### src/rtl/image_tx_pkg.sv
// Shared types and constants for the image Tx scheduler.
// Frame geometry defaults and the sequencer state encoding.
package image_tx_pkg;

   localparam int DATA_W         = 8;
   localparam int FRAME_W        = 256;
   localparam int FRAME_H        = 256;
   localparam int DEF_NUM_PIXELS = FRAME_W * FRAME_H;

   typedef enum logic [2:0] {
      S_IDLE,
      S_READ,
      S_LATCH,
      S_SEND,
      S_GAP,
      S_DONE
   } state_t;

endpackage

### src/rtl/gap_timer.sv
// Loadable down-counter timing the idle gap between bytes.
// expired is high whenever the count has reached zero.
module gap_timer #(
   parameter int W = 1
) (
   input  logic         clock,
   input  logic         rst,
   input  logic         load,
   input  logic [W-1:0] load_value,
   input  logic         dec,
   output logic         expired
);

   logic [W-1:0] count;

   // Load on gap entry, then count down one per gap cycle.
   always_ff @(posedge clock) begin
      if (rst) begin
         count <= '0;
      end else if (load) begin
         count <= load_value;
      end else if (dec && (count != '0)) begin
         count <= count - W'(1);
      end
   end

   assign expired = (count == '0);

endmodule

### src/rtl/image_tx_scheduler.sv
// Streams a frame from the frame buffer to the UART Tx, one byte
// per pixel in address order, with an optional inter-byte gap.
module image_tx_scheduler
   import image_tx_pkg::*;
#(
   parameter int NUM_PIXELS = DEF_NUM_PIXELS,
   parameter int ADDR_W     = 16,
   parameter int CNT_W      = ADDR_W + 1,
   parameter int GAP_CYCLES = 0
) (
   input  logic              clock,
   input  logic              rst,
   input  logic              start,
   input  logic              abort,
   output logic              mem_rd_en,
   output logic [ADDR_W-1:0] mem_addr,
   input  logic [DATA_W-1:0] mem_rd_data,
   output logic              tx_valid,
   output logic [DATA_W-1:0] tx_data,
   input  logic              tx_ready,
   output logic              busy,
   output logic              done,
   output logic [CNT_W-1:0]  bytes_sent
);

   localparam int GW       = (GAP_CYCLES > 0) ? $clog2(GAP_CYCLES + 1) : 1;
   localparam int GAP_LOAD = (GAP_CYCLES > 0) ? GAP_CYCLES - 1 : 0;

   state_t state;
   state_t state_nxt;

   logic xfer;
   logic last;
   logic accept;
   logic gap_load;
   logic gap_dec;
   logic gap_expired;

   assign xfer   = (state == S_SEND) && tx_ready;
   assign last   = (bytes_sent == CNT_W'(NUM_PIXELS - 1));
   assign accept = (state == S_IDLE) && start && !abort;

   assign mem_rd_en = (state == S_READ);
   assign tx_valid  = (state == S_SEND);
   assign done      = (state == S_DONE);
   assign busy      = (state == S_READ) || (state == S_LATCH) ||
                      (state == S_SEND) || (state == S_GAP);

   gap_timer #(
      .W(GW)
   ) u_gap_timer (
      .clock      (clock),
      .rst        (rst),
      .load       (gap_load),
      .load_value (GW'(GAP_LOAD)),
      .dec        (gap_dec),
      .expired    (gap_expired)
   );

   // State register.
   always_ff @(posedge clock) begin
      if (rst) begin
         state <= S_IDLE;
      end else begin
         state <= state_nxt;
      end
   end

   // Next-state logic and gap timer control; abort overrides all.
   always_comb begin
      state_nxt = state;
      gap_load  = 1'b0;
      gap_dec   = 1'b0;
      unique case (state)
         S_IDLE: begin
            if (accept) begin
               state_nxt = S_READ;
            end
         end
         S_READ: begin
            state_nxt = S_LATCH;
         end
         S_LATCH: begin
            state_nxt = S_SEND;
         end
         S_SEND: begin
            if (xfer) begin
               if (last) begin
                  state_nxt = S_DONE;
               end else if (GAP_CYCLES > 0) begin
                  state_nxt = S_GAP;
                  gap_load  = 1'b1;
               end else begin
                  state_nxt = S_READ;
               end
            end
         end
         S_GAP: begin
            if (gap_expired) begin
               state_nxt = S_READ;
            end else begin
               gap_dec = 1'b1;
            end
         end
         S_DONE: begin
            state_nxt = S_IDLE;
         end
         default: begin
            state_nxt = S_IDLE;
         end
      endcase
      if (abort && (state != S_IDLE)) begin
         state_nxt = S_IDLE;
      end
   end

   // Address, byte latch and sent counter.
   always_ff @(posedge clock) begin
      if (rst) begin
         mem_addr   <= '0;
         tx_data    <= '0;
         bytes_sent <= '0;
      end else begin
         if (accept) begin
            mem_addr   <= '0;
            bytes_sent <= '0;
         end
         if (state == S_LATCH) begin
            tx_data <= mem_rd_data;
         end
         if (xfer) begin
            bytes_sent <= bytes_sent + CNT_W'(1);
            if (!last && !abort) begin
               mem_addr <= mem_addr + ADDR_W'(1);
            end
         end
      end
   end

endmodule

### config.mk
export PLATFORM = sky130hd
export DESIGN_NAME = image_tx_scheduler
export DESIGN_NICKNAME = d
export VERILOG_FILES = /design/src/rtl/image_tx_pkg.sv /design/src/rtl/gap_timer.sv /design/src/rtl/image_tx_scheduler.sv
export SDC_FILE = /design/constraint.sdc
export NUM_CORES = 1
export LEC_CHECK = 0
export ABC_AREA = 1
export CAP_MARGIN = 15
export CELL_PAD_IN_SITES_DETAIL_PLACEMENT = 1
export CELL_PAD_IN_SITES_GLOBAL_PLACEMENT = 1
export CORE_MARGIN = 3
export CORE_UTILIZATION = 34
export DETAILED_ROUTE_END_ITERATION = 8
export PLACE_DENSITY_LB_ADDON = 0.15
export SYNTH_ARGS = -nofsm -noshare
export SYNTH_HDL_FRONTEND = slang
export SYNTH_SLANG_ARGS = --single-unit
### constraint.sdc
create_clock -name clock -period 2.2 [get_ports clock]
set_clock_uncertainty 0.05 [all_clocks]
set_input_delay 0.22 -clock clock [delete_from_list [all_inputs] [get_ports clock]]
set_output_delay 0.22 -clock clock [all_outputs]
set_load 0.005 [all_outputs]
==> metrics, run 1 <==
Critical path buffers and inverters=2; syn avg cell area=6.521 µm²; count leader, synth=nand2_1; Post-layout nets=447; ys async rst share=0%; global routing usage on met2=34.14%; fraction of layout cells with a size suffix above 1=11.34%; Max-slew headroom=70.00%; Top FF cell, synth=dfxtp_1; Detailed Route WL=7764 µm; Worst path slowest cell=dfxtp_2; R2R Setup Slk=0.07 ns; crit path capture type=flip-flop; Reg2Reg Depth=15; Critical Path, Cell by Cell=ha_2 > nand2_1 > nor2_1 > nand2_1 > inv_2 > nand2_2 > nor4_4 > ha_2 > nor2_4 > nand2_2 > buf_4 > nor3_2 > nand2_1 > nand2_1 > nor2_1; area share of fa/ha/maj cells after synthesis=1.603%; Switching Fraction=26.57%; Hold Vio Cnt, Final=0; post-synthesis simple-gate area fraction=34.31%; logic gate share of total power=19.2%; Synth Net Count=375; Initial DRT Pass Iterations=4; clk root buf=clkbuf_8; CP Launch Type=flip-flop; post-DR vias/cell=5.114; Worst path top cell family by delay=simple AND/OR/NAND/NOR gates; slowest stage delay, CP=0.35 ns; Max Fclk=0.4690 GHz; largest net degree at the start of global routing=19; final core occ=50.22%; total grt overflow=0; ranking of synthesized cells by area=dfxtp_1 38%, nand2_1 14%, inv_1 7.7%, nor2_1 7.5%, a21oi_1 7.3%; R2R Path End=mem_addr[4]$_SDFF_PP0_; type of the worst setup path=flip-flop to flip-flop; Layout area overhead=39.34%; gate count of the mapped netlist=359; starting density of the core=36.04%; vias=2603; die height=88.98 µm; most frequent CP cell=nand2_1; Clock Sinks=45; Worst-Skew Late Latency=0.29 ns; CTS tree=done; reg2reg start=bytes_sent[1]$_SDFFE_PP0P_; Psw=0.5417 mW; CP max FO=5; Die X=88.98 µm; crit path from=bytes_sent[1]$_SDFFE_PP0P_; wire length per cell=15.25 µm; Die Area=7917 µm²; maxcap violations=0; Internal=1.497 mW; Worst EP arrival=2.32 ns; hold_ws=0.3966 ns; cts hold-fix bufs=0; final non-filler cell total=509; warning count from the yosys run=0; Hold Crit Class=flip-flop to flip-flop; initial antenna violation count=0; Levels on crit path=15; post-route minimum period=2.132 ns; post-synthesis register bit count=45; clk slew on worst S/H paths=0.09 ns; Placer Congestion=0.8407; grt met3 use=2.857%; hold path start=tx_data[1]$_SDFFE_PP0P_; DR iter-0 viols=116; post-synthesis sequential area ratio=38.48%; crit path capture=mem_addr[4]$_SDFF_PP0_; DRT antenna net count=0; Fin Setup TNS=0 ns; Tcrit/Tclk final=96.93%; vias in the first global route=2643; RSZ-0062 raised after global routing=yes; Leak Pwr=1.194 nW; multiplexer area fraction after synthesis=0%; CTS max path bufs=2; Clock Power Share=36.7%; I/O pins=58; Setup Viol. Count Final=0; WP data required=2.39 ns; PwrDens=625.0 nW/µm²; area leader, netlist=dfxtp_1; mapped cell area=2341 µm²; count of flip-flops with a built-in enable after synthesis=0; largest family of logic cells by synthesized area=simple AND/OR/NAND/NOR gates; synth unique cells=32; CTS H-tree depth=2; Synth top area share=38.48%; most frequent cells after synthesis=86 x nand2_1, 48 x inv_1, 47 x nor2_1; # placed instances=497; Synth Area in Compound Gates=15.55%; Total Routing Usage GR=19.95%; status=complete, no violations; XOR/XNOR Fraction of Synth Area=0%; Seq pwr share=44.0%; Worst Tran Pin Value=0.4483 ns; IO buf count=57; site row count=29; CORE AREA=6495 µm²; Peak VDD IR=284.8 µV; DRC=0; ANT cells=0; Num CTS Buffers=5; first-pass GRT wire length=12450 µm; fin. max-slew vios=0; post-DP HPWL=5743 µm; GRT met1 Usage=26.77%; layer carrying the most global-route usage=met2
-- metal layers --
metal | vias up | share of wire (%)
met2 | 51 | 48
met4 | 0 | 0.64
met3 | 4 | 3.6
met5 | - | 0
li1 | 1297 | -
met1 | 1251 | 47
-- layout by cell type, fill, tap and decap left out, types with 6 or more instances in the layout --
cell type,Yosys,layout
nand3_1,23,22
nand2_1,86,85
clkdlybuf4s50_1,0,57
o21ai_0,30,28
nand4_1,6,6
buf_4,1,14
nor2_1,47,46
inv_1,48,47
dfxtp_1,45,42
a21oi_1,34,34
-- how the worst min path moves through the flow --
stage	slack (ns)	cells after the start	end
6_report	0.40	2	tx_data[1]$_SDFFE_PP0P_
2_1_floorplan	0.34	3	mem_addr[2]$_SDFF_PP0_
4_1_cts	0.40	2	tx_data[1]$_SDFFE_PP0P_
3_5_place_dp	0.39	2	tx_data[1]$_SDFFE_PP0P_
5_1_grt	0.43	2	tx_data[1]$_SDFFE_PP0P_
3_3_place_gp	0.38	2	tx_data[1]$_SDFFE_PP0P_
-- power groups by stage --
stage	clock, mW	combinational [mW]	sequential, mW
final	0.749	0.392	0.898
after global routing	0.803	0.435	0.908
after CTS	0.772	0.391	0.899
after detailed placement	0	0.388	0.918
after global placement	0	0.377	0.914
after floorplan	0	0.182	0.918
-- flip-flops by register name, indices dropped and copies added (netlist names) --
| signal | cells |
|---|---|
| u_gap_timer.count | 1 |
| state | 3 |
| mem_addr | 16 |
| tx_data | 8 |
| bytes_sent | 17 |
-- metrics by stage --
| step | setup WS (ns) | power (mW) | area, µm² |
|---|---|---|---|
| final | 0.06758 | 2.039 | 3262 |
| after global routing | -0.04882 | 2.146 | 3262 |
| after CTS | 0.0007556 | 2.062 | 3201 |
| after detailed placement | 0.001512 | 1.307 | 3050 |
| after global placement | 0.09484 | 1.291 | 3050 |
| after floorplan | 0.1631 | 1.100 | 2341 |
-- area by class of cell --
class,count,area (µm²)
Clock buffer,5,68.82
Fill cell,854,3233
Timing Repair Buffer,71,675.6
Clock inverter,3,65.06
Tap cell,77,96.34
Inverter,52,195.2
Multi-Input combinational cell,256,1256
Sequential cell,45,904.6
-- tightest hold or removal path: stages, from the launching register on --
cell     delay [ns]
dfxtp_1        0.32
inv_1          0.05
a21oi_1        0.05
-- cell families (layout without fill, tap and decap cells) --
logic type | count (synthesis) | count (layout)
fa+ha+maj | 3 | 3
flops | 45 | 45
buf+inv | 59 | 131
simple gates | 182 | 183
compound gates | 70 | 70
-- repair_timing --
action | 4_1_cts | 5_1_grt
setup endpoints to repair | 10 | 15
pin swaps | 0 | 6
gates resized for setup | 4 | 12
cloned | 0 | 1
buffers inserted | 0 | 3
No activity file was read; power rests on OpenSTA's default activity.
==> run 2, diff against run 1 <==
--- a/constraint.sdc
+++ b/constraint.sdc
@@ -3,3 +3,3 @@
 set_input_delay 0.22 -clock clock [delete_from_list [all_inputs] [get_ports clock]]
 set_output_delay 0.22 -clock clock [all_outputs]
-set_load 0.005 [all_outputs]
+set_load 0.05 [all_outputs]
==> run 2 against run 1 <==
Sequential share of layout area barely moved; non-clock buffer count increased by 7; total power up 0.35%; wire length decreased by 5.0%; combinational power increased by 55%; fmax grew 3.3%; die area unchanged; critical path type is now flip-flop to primary output; largest cell class unchanged; highest routed layer unchanged.
==> metrics, run 2 (synthesis results as in run 1) <==
hold_ws=0.3949 ns; crit path capture=tx_valid; Fin Setup TNS=0 ns; status=complete, no violations; DRT antenna net count=0; CTS H-tree depth=2; reg2reg start=bytes_sent[0]$_SDFFE_PP0P_; Reg area=914.6 µm²; Critical Path, Cell by Cell=inv_2 > nand3_4 > inv_1 > clkdlybuf4s50_1; Detailed Route WL=7375 µm; first-pass GRT wire length=12360 µm; maxcap violations=0; Initial DRT Pass Iterations=5; CTS max path bufs=2; Leak Pwr=1.222 nW; number of fill cells=859; R2R Path End=mem_addr[4]$_SDFF_PP0_; fraction of layout cells with a size suffix above 1=13.47%; Post-layout nets=453; crit path capture type=primary output; area of the multi-input gates=1257 µm²; largest net degree at the start of global routing=19; Tcrit/Tclk final=93.87%; layer carrying the most global-route usage=met2; IO buf count=57; DRC=0; site row count=29; setup ws final=0.1348 ns; Total Routing Usage GR=19.89%; ANT cells=0; vias=2559; max reg flops=17; Hold Crit Class=flip-flop to flip-flop; CP Launch Type=flip-flop; PwrDens=620.3 nW/µm²; clk root buf=clkbuf_8; post-route minimum period=2.065 ns; Levels on crit path=4; crit path from=state[2]$_SDFFE_PP0P_; Max Fclk=0.4842 GHz; largest registers=bytes_sent x17, mem_addr x16, tx_data x8; grt met3 use=3.502%; largest register by flop count=bytes_sent; global routing usage on met2=32.86%; Max-slew headroom=64.66%; Die Area=7917 µm²; Worst Tran Pin Value=0.5285 ns; Critical path buffers and inverters=3; clk slew on worst S/H paths=0.10 ns; I/O pins=58; Reg2Reg Depth=15; GRT met1 Usage=27.37%; Layout area overhead=40.89%; Clock Sinks=45; Peak VDD IR=246.7 µV; vias in the first global route=2586; DR iter-0 viols=94; CP max FO=7; commonest non-fill, non-tap cell in the layout=nand2_1; slowest stage delay, CP=0.80 ns; Worst EP arrival=1.80 ns; fin. max-slew vios=0; Die X=88.98 µm; Setup Viol. Count Final=0; Final Cell Area=3298 µm²; starting density of the core=36.04%; setup slack at placement=-0.1235 ns; type of the worst setup path=flip-flop to primary output; total grt overflow=0; wire length per cell=14.32 µm; most frequent cells in the layout=85 x nand2_1, 56 x clkdlybuf4s50_1, 47 x inv_1; CORE AREA=6495 µm²; Worst path slowest cell=clkdlybuf4s50_1; die height=88.98 µm; Worst path top cell family by delay=buffers and inverters; Worst-Skew Late Latency=0.31 ns; post-DP HPWL=5526 µm; initial antenna violation count=0; WP data required=1.93 ns; post-DR vias/cell=4.969; Area after DPL=3104 µm²; Hold Vio Cnt, Final=0; Placer Congestion=0.8562; R2R Setup Slk=0.20 ns; CTS tree=done; Num CTS Buffers=5
[run 2: changes by cell type in the layout (fill, tap and decap cells not counted), sizes merged]
cell / before / now
buf: 14 / 22
bufinv: 2 / 0
clkdlybuf4s50: 57 / 56
clkinvlp: 0 / 1
inv: 52 / 53
nand2: 89 / 88
[run 2: what timing repair did]
item                                    CTS  global route
buffers inserted                          6             1
gates resized for setup                  12             3
hold buffers                              0             0
endpoints found under the setup margin   11            16
pin swaps                                 5             3
[run 2: area by class of cell]
class                   count  area share [%]
flip-flops and latches     45           27.73
well taps                  77           2.921
clock buffers               5           2.086
inverters                  52           5.994
repair buffers             78           22.50
multi-input cells         255           38.13
clock inverters             3          0.6449
[run 2: how the worst min path moves through the flow]
stage	slack, ns	to	from	cells past startpoint
finish	0.39	tx_data[1]$_SDFFE_PP0P_	tx_data[1]$_SDFFE_PP0P_	2
CTS	0.40	tx_data[1]$_SDFFE_PP0P_	tx_data[1]$_SDFFE_PP0P_	2
global placement	0.38	tx_data[1]$_SDFFE_PP0P_	tx_data[1]$_SDFFE_PP0P_	2
global route	0.42	tx_data[5]$_SDFFE_PP0P_	tx_data[5]$_SDFFE_PP0P_	2
floorplan	0.34	mem_addr[2]$_SDFF_PP0_	rst	3
detailed placement	0.38	tx_data[1]$_SDFFE_PP0P_	tx_data[1]$_SDFFE_PP0P_	2
[run 2: where the power goes]
| part | internal (mW) | switching [mW] | total (mW) |
|---|---|---|---|
| registers | 0.861 | 0.0344 | 0.896 |
| clock network | 0.226 | 0.315 | 0.541 |
| logic | 0.205 | 0.404 | 0.609 |
| total | 1.29 | 0.754 | 2.05 |
[run 2: layer usage]
metal  wire (µm)  part of all wire [%]
met1        3630                    49
met2        3433                    47
met3         262                   3.6
met4          48                  0.65
met5           0                     0
[run 2: worst reg2reg max path, stage by stage (launching register included)]
cell and delay (ns):
dfxtp_4 0.35, ha_2 0.18, nand2_1 0.08, nor2_1 0.05
nand2_1 0.09, inv_2 0.05, nand2_2 0.08, nor4_4 0.04
ha_2 0.19, nor2_4 0.17, nand2_8 0.11, buf_4 0.16
nor3_2 0.13, nand2_1 0.07, nand2_1 0.07, nor2_1 0.04
[run 2: metrics by stage]
stage | cells | power [mW] | util (%)
after floorplan | 359 | 1.287 | -
after global placement | 501 | 1.505 | 47.79
after detailed placement | 501 | 1.519 | 47.79
after CTS | 514 | 2.065 | 50.45
after global routing | 515 | 2.151 | 50.78
final | 515 | 2.046 | 50.78
